File: src/rtl/fft_reorder_buffer.sv
// Ping-pong frame buffer for streaming radix-2 FFTs: stores indexed complex samples
// one frame per bank and replays each complete frame in natural or bit-reversed order.
module fft_reorder_buffer #(
    parameter int LOG2_N      = 5,
    parameter int DATA_WIDTH  = 16,
    parameter int BIT_REVERSE = 1
) (
    input  logic                  Clk,
    input  logic                  Rst,
    input  logic                  Input_valid,
    input  logic [DATA_WIDTH-1:0] Input_i,
    input  logic [DATA_WIDTH-1:0] Input_q,
    input  logic [LOG2_N-1:0]     Input_index,
    input  logic                  Input_last,
    output logic                  Output_valid,
    output logic [DATA_WIDTH-1:0] Output_i,
    output logic [DATA_WIDTH-1:0] Output_q,
    output logic [LOG2_N-1:0]     Output_index,
    output logic                  Output_last,
    output logic                  Error_input_overflow,
    output logic                  Error_frame_length
);
    localparam int N = 1 << LOG2_N;
    localparam logic [LOG2_N-1:0] K_ZERO   = {LOG2_N{1'b0}};
    localparam logic [LOG2_N-1:0] K_LAST   = {LOG2_N{1'b1}};
    localparam logic [LOG2_N-1:0] K_ONE    = {{(LOG2_N-1){1'b0}}, 1'b1};
    localparam logic [LOG2_N:0]   CNT_ZERO = {(LOG2_N+1){1'b0}};
    localparam logic [LOG2_N:0]   CNT_ONE  = {{LOG2_N{1'b0}}, 1'b1};
    localparam logic [LOG2_N:0]   CNT_FULL = {1'b1, {LOG2_N{1'b0}}};

    typedef enum logic {RD_IDLE = 1'b0, RD_READ = 1'b1} rd_state_e;

    function automatic logic [LOG2_N-1:0] bitrev(input logic [LOG2_N-1:0] a);
        logic [LOG2_N-1:0] r;
        for (int b = 0; b < LOG2_N; b++) begin
            r[b] = a[LOG2_N-1-b];
        end
        return r;
    endfunction

    logic [2*DATA_WIDTH-1:0] mem [0:2*N-1];
    logic [2*DATA_WIDTH-1:0] rd_data_q;

    rd_state_e             rd_state_q, rd_state_d;
    logic [LOG2_N-1:0]     k_q, k_d;
    logic [1:0]            bank_full_q, bank_full_d;
    logic                  wr_bank_q, wr_bank_d;
    logic                  rd_bank_q, rd_bank_d;
    logic [LOG2_N:0]       wr_count_q, wr_count_d;
    logic                  drop_q, drop_d;
    logic                  rd_valid_q, rd_valid_d;
    logic                  rd_last_q, rd_last_d;
    logic [LOG2_N-1:0]     rd_index_q, rd_index_d;
    logic                  out_valid_q, out_valid_d;
    logic [DATA_WIDTH-1:0] out_i_q, out_i_d;
    logic [DATA_WIDTH-1:0] out_q_q, out_q_d;
    logic [LOG2_N-1:0]     out_index_q, out_index_d;
    logic                  out_last_q, out_last_d;
    logic                  err_ovf_q, err_ovf_d;
    logic                  err_len_q, err_len_d;

    logic                  rd_en_s, release_s, frame_start_s, bank_busy_s, wr_en_s;
    logic [LOG2_N-1:0]     rd_addr_s;
    logic [LOG2_N:0]       wr_addr_s, rd_ram_addr_s;

    // Reader FSM, bank flags and write-side acceptance/overflow logic.
    always_comb begin
        rd_state_d  = rd_state_q;
        k_d         = k_q;
        rd_bank_d   = rd_bank_q;
        bank_full_d = bank_full_q;
        wr_bank_d   = wr_bank_q;
        wr_count_d  = wr_count_q;
        drop_d      = drop_q;
        err_ovf_d   = 1'b0;
        err_len_d   = 1'b0;
        wr_en_s     = 1'b0;

        rd_en_s       = (rd_state_q == RD_READ);
        release_s     = rd_en_s && (k_q == K_LAST);
        rd_addr_s     = (BIT_REVERSE != 0) ? bitrev(k_q) : k_q;
        rd_ram_addr_s = {rd_bank_q, rd_addr_s};
        wr_addr_s     = {wr_bank_q, Input_index};

        case (rd_state_q)
            RD_IDLE: begin
                if (bank_full_q[rd_bank_q]) begin
                    rd_state_d = RD_READ;
                    k_d        = K_ZERO;
                end else begin
                    rd_state_d = RD_IDLE;
                end
            end
            RD_READ: begin
                if (k_q == K_LAST) begin
                    rd_state_d = RD_IDLE;
                    rd_bank_d  = ~rd_bank_q;
                    k_d        = K_ZERO;
                end else begin
                    k_d = k_q + K_ONE;
                end
            end
            default: begin
                rd_state_d = RD_IDLE;
                k_d        = K_ZERO;
            end
        endcase

        // Release is applied before the write-side set so a same-bank set wins.
        if (release_s) begin
            bank_full_d[rd_bank_q] = 1'b0;
        end else begin
            bank_full_d = bank_full_q;
        end

        frame_start_s = (wr_count_q == CNT_ZERO) && !drop_q;
        bank_busy_s   = bank_full_q[wr_bank_q] && !(release_s && (rd_bank_q == wr_bank_q));

        if (Input_valid) begin
            if (drop_q) begin
                drop_d = !Input_last;
            end else if (frame_start_s && bank_busy_s) begin
                err_ovf_d = 1'b1;
                drop_d    = !Input_last;
            end else begin
                wr_en_s = Rst;
                if (Input_last) begin
                    bank_full_d[wr_bank_q] = 1'b1;
                    wr_bank_d              = ~wr_bank_q;
                    wr_count_d             = CNT_ZERO;
                    err_len_d              = ((wr_count_q + CNT_ONE) != CNT_FULL);
                end else begin
                    wr_count_d = wr_count_q + CNT_ONE;
                end
            end
        end else begin
            wr_en_s = 1'b0;
        end
    end

    // Read pipeline (RAM stage, then output register holding data between frames).
    always_comb begin
        rd_valid_d  = rd_en_s;
        rd_last_d   = release_s;
        rd_index_d  = rd_index_q;
        out_valid_d = rd_valid_q;
        out_last_d  = rd_valid_q && rd_last_q;
        out_i_d     = out_i_q;
        out_q_d     = out_q_q;
        out_index_d = out_index_q;
        if (rd_en_s) begin
            rd_index_d = rd_addr_s;
        end else begin
            rd_index_d = rd_index_q;
        end
        if (rd_valid_q) begin
            out_i_d     = rd_data_q[2*DATA_WIDTH-1:DATA_WIDTH];
            out_q_d     = rd_data_q[DATA_WIDTH-1:0];
            out_index_d = rd_index_q;
        end else begin
            out_i_d     = out_i_q;
            out_q_d     = out_q_q;
            out_index_d = out_index_q;
        end
    end

    // Simple dual-port sample RAM: one write port, one synchronous read port.
    always_ff @(posedge Clk) begin
        if (wr_en_s) begin
            mem[wr_addr_s] <= {Input_i, Input_q};
        end
        if (rd_en_s) begin
            rd_data_q <= mem[rd_ram_addr_s];
        end
    end

    // Control and output registers with synchronous active-low reset.
    always_ff @(posedge Clk) begin
        if (!Rst) begin
            rd_state_q  <= RD_IDLE;
            k_q         <= K_ZERO;
            bank_full_q <= 2'b00;
            wr_bank_q   <= 1'b0;
            rd_bank_q   <= 1'b0;
            wr_count_q  <= CNT_ZERO;
            drop_q      <= 1'b0;
            rd_valid_q  <= 1'b0;
            rd_last_q   <= 1'b0;
            rd_index_q  <= K_ZERO;
            out_valid_q <= 1'b0;
            out_i_q     <= {DATA_WIDTH{1'b0}};
            out_q_q     <= {DATA_WIDTH{1'b0}};
            out_index_q <= K_ZERO;
            out_last_q  <= 1'b0;
            err_ovf_q   <= 1'b0;
            err_len_q   <= 1'b0;
        end else begin
            rd_state_q  <= rd_state_d;
            k_q         <= k_d;
            bank_full_q <= bank_full_d;
            wr_bank_q   <= wr_bank_d;
            rd_bank_q   <= rd_bank_d;
            wr_count_q  <= wr_count_d;
            drop_q      <= drop_d;
            rd_valid_q  <= rd_valid_d;
            rd_last_q   <= rd_last_d;
            rd_index_q  <= rd_index_d;
            out_valid_q <= out_valid_d;
            out_i_q     <= out_i_d;
            out_q_q     <= out_q_d;
            out_index_q <= out_index_d;
            out_last_q  <= out_last_d;
            err_ovf_q   <= err_ovf_d;
            err_len_q   <= err_len_d;
        end
    end

    assign Output_valid         = out_valid_q;
    assign Output_i             = out_i_q;
    assign Output_q             = out_q_q;
    assign Output_index         = out_index_q;
    assign Output_last          = out_last_q;
    assign Error_input_overflow = err_ovf_q;
    assign Error_frame_length   = err_len_q;
endmodule

File: config.mk
export PLATFORM = sky130hd
export DESIGN_NAME = fft_reorder_buffer
export DESIGN_NICKNAME = d
export VERILOG_FILES = /design/src/rtl/fft_reorder_buffer.sv
export SDC_FILE = /design/constraint.sdc
export NUM_CORES = 2
export LEC_CHECK = 0
export BUFFER_PORTS_ARGS = -buffer_cell sky130_fd_sc_hd__buf_2
export CORE_ASPECT_RATIO = 1.1
export CORE_UTILIZATION = 45
export DETAILED_ROUTE_END_ITERATION = 6
export GPL_TIMING_DRIVEN = 0
export PLACE_DENSITY_LB_ADDON = 0.3
export SLEW_MARGIN = 40
export SYNTH_ARGS = -nofsm -noshare
export SYNTH_HDL_FRONTEND = slang
export SYNTH_SLANG_ARGS = --single-unit
File: constraint.sdc
create_clock -name Clk -period 6.8 [get_ports Clk]
set_clock_uncertainty 0.2 [all_clocks]
set_input_delay 0.34 -clock Clk [delete_from_list [all_inputs] [get_ports Clk]]
set_output_delay 0.34 -clock Clk [all_outputs]
set_load 0.05 [all_outputs]
---- Word level (Yosys, flattened, before mapping) ----
Memory sizes are Yosys's and may differ from the RTL's. A register that Yosys moved wholly into a read port is not among the register bits.
Index checks and enable logic that the tools add are counted.
operators by class
  magnitude comparators ................... 4
  bitwise logic cells ..................... 11
  eq/ne operators ......................... 4
  reductions and logical operators ........ 17
  mux-type cells .......................... 28
  $add $sub $neg .......................... 2
operator list
  cell                 count
  $mux 1               16
  $mux 2               5
  $mux 5               2
  $pmux 5 s2           1
  $logic_and 1x1->1    8
  $not 1->1            8
  $add 6x1->6 const B  1
  $logic_not 6->1      1
  $mux 6               1
  $ne 6x6->1 const B   1
  $add 5x1->5 const B  1
  $eq 5x5->1 const B   1
  $reduce_or 5->1      1
  $lt 1x2->1 const B   2
  $reduce_and 4->1     1
  $logic_not 1->1      3
  $reduce_and 3->1     1
  $reduce_or 3->1      1
  $and 2x2->2          1
  $demux 1 s1          2
  $ge 1x1->1 const B   2
  $ne 2x2->1 const B   1
  $not 2->2            1
  $or 2x2->2           1
  other kinds (3)      3
storage, ports and cells
  memories kept ........................... 1
  memory bits (writable) .................. 2048
  word-level logic and storage cells ...... 84
  output and inout bits ................... 41
  flip-flop bits (word level) ............. 65
memory list
  name  depth  width  read ports  clocked after Yosys merged registers in  write ports  RTL line  RTL
  mem   64     32     1           1                                        1            41        logic [2*DATA_WIDTH-1:0] mem [0:2*N-1];

---- Depth between registers and ports, before layout ----
  word-level depth ........................ 12
  mapped depth ............................ 14
  depth with buffers taken out ............ 8

---- Worst setup path before layout ----
Ideal clock, no wire load.
  path kind ............................... reg2reg
  start ................................... register k_q[2]
  end ..................................... memory mem[60][0] (netlist bit) (enable)
  stages on the path, launching flop included .. 14
  clock period less this slack ............ 4.795 ns
  slack ................................... 2.005 ns
  data arrival time ....................... 4.174 ns
  data required time ...................... 6.179 ns
  cells stage by stage .................... dfxtp_1 > buf_2 > buf_4 > buf_2 > buf_2 > buf_2 > and3_1 > ha_1 > nand2_1 > o2111a_1 > nor2_1 > clkbuf_1 > nand3_1 > nor2_1
between the ends
  longest elaborated chain between the ends .. 11
RTL lines
  element                       RTL line  RTL
  from (decl)                   45        logic [LOG2_N-1:0] k_q, k_d;
  from (signal assigned)        199       k_q <= k_d;
  $eq 5x5->1                    80        release_s = rd_en_s && (k_q == K_LAST);
  $logic_and 1x1->1             80
  $logic_and 1x1->1             117       bank_busy_s = bank_full_q[wr_bank_q] && !(release_s && (rd_bank_q == wr_bank_q));
  $logic_not 1->1               117
  $logic_and 1x1->1             117
  $logic_and 1x1->1             122       end else if (frame_start_s && bank_busy_s) begin
  $mux 1                        122
  $mux 1                        120       if (drop_q) begin
  $mux 1                        119       if (Input_valid) begin
  $mux 1                        169       if (wr_en_s) begin
  $mux 1 (implied by the code)  170       mem[wr_addr_s] <= {Input_i, Input_q};
  to (decl)                     41
No other way between the ends.

---- Worst setup path in the final report ----
  start ................................... register k_q[2]
  end ..................................... memory mem[63][15] (netlist bit) (enable)
The elaborated chain is that of the path after synthesis.

==> metrics.md <==
| Metric | Value |
|---|---|
| Global-route wire length before repair | 347000 um |
| Antenna violations before repair | 21 |
| Main synth FF type | edfxtp_1 |
| Routed Antenna Nets | 0 |
| Path depth of the worst reg2reg path | 15 |
| Delay of the slowest critical-path stage | 0.73 ns |
| Total design power | 0.0259 W |
| FF+latch count, synth | 2145 |
| Worst Setup SP | k_q[2] |
| NumNets Final | 4190 |
| Pin count of the biggest net entering global routing | 65 |
| RSZ-0062 raised after global routing | no |
| Count of filler cells inserted in the layout | 13600 |
| Starting density of the core | 0.453 |
| Number of global-route vias before repair | 42200 |
| Iter 0 DRT Violations | 7302 |
| Number of hold buffers added after cts | 36 |
| Main combinational cell family by area after synthesis | multiplexers |
| Most Frequent Cell on Critical Path | buf_2 |
| Horizontal die dimension | 409 um |
| Via count of the routed design | 43400 |
| Reg-to-reg critical path endpoint | mem[63][15] |
| # DRC | 0 |
| Fraction of synthesized cell area in xor and xnor cells | 0.000426 |
| Number of buffers added by the clock tree synthesis step | 195 |
| Placeable core region | 181000 um2 |
| Worst IR Drop VDD | 0.251 mV |
| Hold slack final | 0.167 ns |
| Least setup slack across all paths after layout | 0.166 ns |
| End point of the critical path | mem[63][15] |
| Buffer levels on the longest clock path | 3 |
| Worst setup timing slack at the placement stage | 0.185 ns |
| Mean instance size in the synthesized netlist | 22.6 um2 |
| Wire length per cell | 38.1 um |
| Iteration count of the initial detailed-routing pass | 6 |
| Critical path arrival | 7.00 ns |
| Slew Limit Headroom | 0.370 |
| Num ports | 82 |
| Sequential cell fraction of total power | 0.563 |
| Worst r2r src | k_q[2] |
| Depth of the CTS H-tree | 4 |
| Clock-pin slew reported for the worst setup and hold paths after clock tree synthesis | 0.06 ns |
| Switch share | 0.206 |
| Switching power total | 0.00533 W |
| Synthesized-area fraction occupied by and/or/nand/nor cells | 0.0164 |
| Slowest cell on crit path | nor2_4 |
| Gate count after technology mapping | 3644 |
| Post-CTS Setup Inserts | 0 |
| Leak | 29.4 nW |
| Setup slack, reg-to-reg | 0.17 ns |
| Sequential share of the synthesized area | 0.776 |
| Routed Wire Length | 256000 um |
| Fraction of the mapped netlist area in adder cells | 0.000761 |
| Clock insertion delay at the later pin of the skew report | 0.85 ns |
| Power density over cell area | 268 nW/um2 |
| Path class of the lowest-slack min-delay path | in2reg |
| Synth async-reset ratio | 0 |
| Final cycle utilization of the critical path | 0.976 |
| Cts repair resizes | 0 |
| Clock share of power | 0.414 |
| Share of final-layout standard cells stronger than drive strength 1 | 0.305 |
| Estimated wirelength of the detail-placed design | 175000 um |
| Via density | 6.46 |
| Remaining Overflow, GRT | 0 |
| Die footprint | 184000 um2 |
| Design Area, Final | 96600 um2 |
| Number of setup violations in the final report | 0 |
| GRT Util Overall | 0.277 |
| Result of the run | finished, final reports clean |
| Number of port buffers | 78 |
| Ys Warns | 0 |
| Cell Chain, Critical Path | buf_2 > buf_4 > buf_2 > buf_2 > buf_2 > and3_1 > ha_1 > nand2_1 > o2111a_1 > nor2_1 > clkbuf_1 > nand3_2 > nor2_4 > buf_8 > buf_8 |
| Endpoint class of the critical path | flop |
| Net count after synthesis | 3690 |
| Final total negative setup slack | 0 ns |
| Endpoints failing hold | 0 |
| Post-synthesis compound-gate area fraction | 0.0221 |
| Count of flip-flops with a built-in enable after synthesis | 2080 |
| Count of clock tree sinks | 2145 |
| Area Overhead vs Synth | 17.5% |
| Synthesized area | 82200 um2 |
| Startpoint type of the worst setup path | flop |
| Number of maximum-capacitance violations | 0 |
| Hold path start | Input_index[0] |
| Clock tree from TritonCTS | done |
| Multiplexer share of the synthesized area | 0.169 |
| Clock root cell | clkbuf_16 |
| Worst-Margin Slew | 0.945 ns |
| Final Max Slew Viols | 0 |
| Category of the critical setup timing path | reg2reg |
| Gp weighted congestion | 0.908 |
| Post-synth cell types | 58 |
| Internal power | 0.0206 W |
| Fmax achieved | 151 MHz |
| Biggest fanout along the worst timing path | 10 |
| Site row count | 164 |
| Data required time at the worst endpoint | 7.17 ns |
| Logic pwr share | 0.023 |
| Die Span Y | 450 um |
| Placed inst area | 90000 um2 |
| Tmin final | 6.63 ns |
## cells in the mapped netlist (all sizes together) (25+ instances only)
cell type,count,area [um2]
a21oi,45,225
a221oi,31,272
a22oi,53,398
buf,153,1020
clkbuf,54,203
dfxtp,65,1300
edfxtp,2080,62500
mux2,25,282
mux2i,214,2140
mux4,510,11500
nand2,41,154
nor2,91,342
nor2b,64,400
o21ai,40,200
## power by group through the flow
stage                     clock [W]  sequential, W  combinational, W
final                        0.0107         0.0146          0.000604
after global routing         0.0112         0.0146          0.000619
after CTS                    0.0108         0.0146          0.000583
after detailed placement          0         0.0148          0.000564
after global placement            0         0.0149          0.000495
after floorplan                   0         0.0149          0.000138
## cells in the final DEF (no fill, tap or decap), types with 9 or more instances in the layout
cell           instances
o221ai_1              10
and2_1                12
dfxtp_1               64
clkinv_1              49
buf_6                 19
nand2_1               41
mux2i_1              211
buf_2                118
mux2_2                25
a211oi_1              21
nor2_4                65
nor2_1                26
a21oi_1               45
dlygate4sd3_1         36
clkbuf_16            199
and3_1                 9
clkbuf_1              77
nor2b_1               64
o21ai_1               22
a221oi_1              31
buf_16                83
o22ai_1               17
bufinv_16             13
edfxtp_1            2080
clkbuf_2              27
mux4_2               510
o21ai_0               18
buf_4                 88
a22oi_1               53
clkinv_2              31
buf_8                 99
## worst max-delay path: cells and delay by family (launching register included)
family                   cells  cell delay (ns)
buffers and inverters        8             3.15
adder cells (fa/ha/maj)      1             0.21
flip-flops                   1             0.31
AND/OR/NAND/NOR              5             2.03
AO/OA/AOI/OAI                1             0.36
## how the worst min path moves through the flow
stage                                      end  slack (ns)  cells after the start
after detailed placement           Output_last        0.27                      1
after global placement             Output_last        0.27                      1
final                               mem[42][6]        0.17                      4
after global routing                mem[42][6]        0.15                      4
after CTS                 Error_input_overflow        0.15                      3
after floorplan                      mem[0][0]        0.24                      0
## per-layer routing
| metal | vias up | global-route usage | share of wire |
|---|---|---|---|
| li1 | 16400 | - | - |
| met1 | 22900 | 0.364 | 0.35 |
| met2 | 3332 | 0.425 | 0.46 |
| met3 | 763 | 0.0776 | 0.13 |
| met4 | 16 | 0.139 | 0.064 |
| met5 | - | 0 | 0.00043 |
## registers in the layout (all words and copies together), names as in the netlist
signal                flops
Error_frame_length        1
Error_input_overflow      1
Output_i                 16
Output_index              5
Output_last               1
Output_q                 16
Output_valid              1
bank_full_q               2
drop_q                    1
k_q                       5
mem                    2048
out_valid_d               1
rd_bank_q                 1
rd_data_q                32
rd_en_s                   1
rd_index_q                5
rd_last_q                 1
wr_bank_q                 1
wr_count_q                6
## cell type report
cell class | count | area [um2] | share of cell area
sequential | 2145 | 63800 | 0.660
multi-input combinational | 1287 | 17700 | 0.183
clock buffer | 248 | 5190 | 0.0538
timing repair buffer | 303 | 4690 | 0.0486
tap | 2407 | 3010 | 0.0312
buffer | 207 | 1270 | 0.0131
clock inverter | 110 | 928 | 0.00961
inverter | 5 | 18.8 | 0.000194
antenna | 5 | 12.5 | 0.000130
## through the flow
step | utilization | std cells
final | 0.532 | 6717
after global routing | 0.532 | 6713
after CTS | 0.532 | 6705
after detailed placement | 0.496 | 6311
after global placement | 0.472 | 6129
after floorplan | - | 3644
## logic make-up after synthesis
group	count (synthesis)
AOI/OAI and AO/OA	262
xor gates and xnor gates	4
adders and majority gates	5
and+or+nand+nor	267
buffers and inverters	212
muxes	749
DFF	2145
Power figures use the tool's default switching activity.
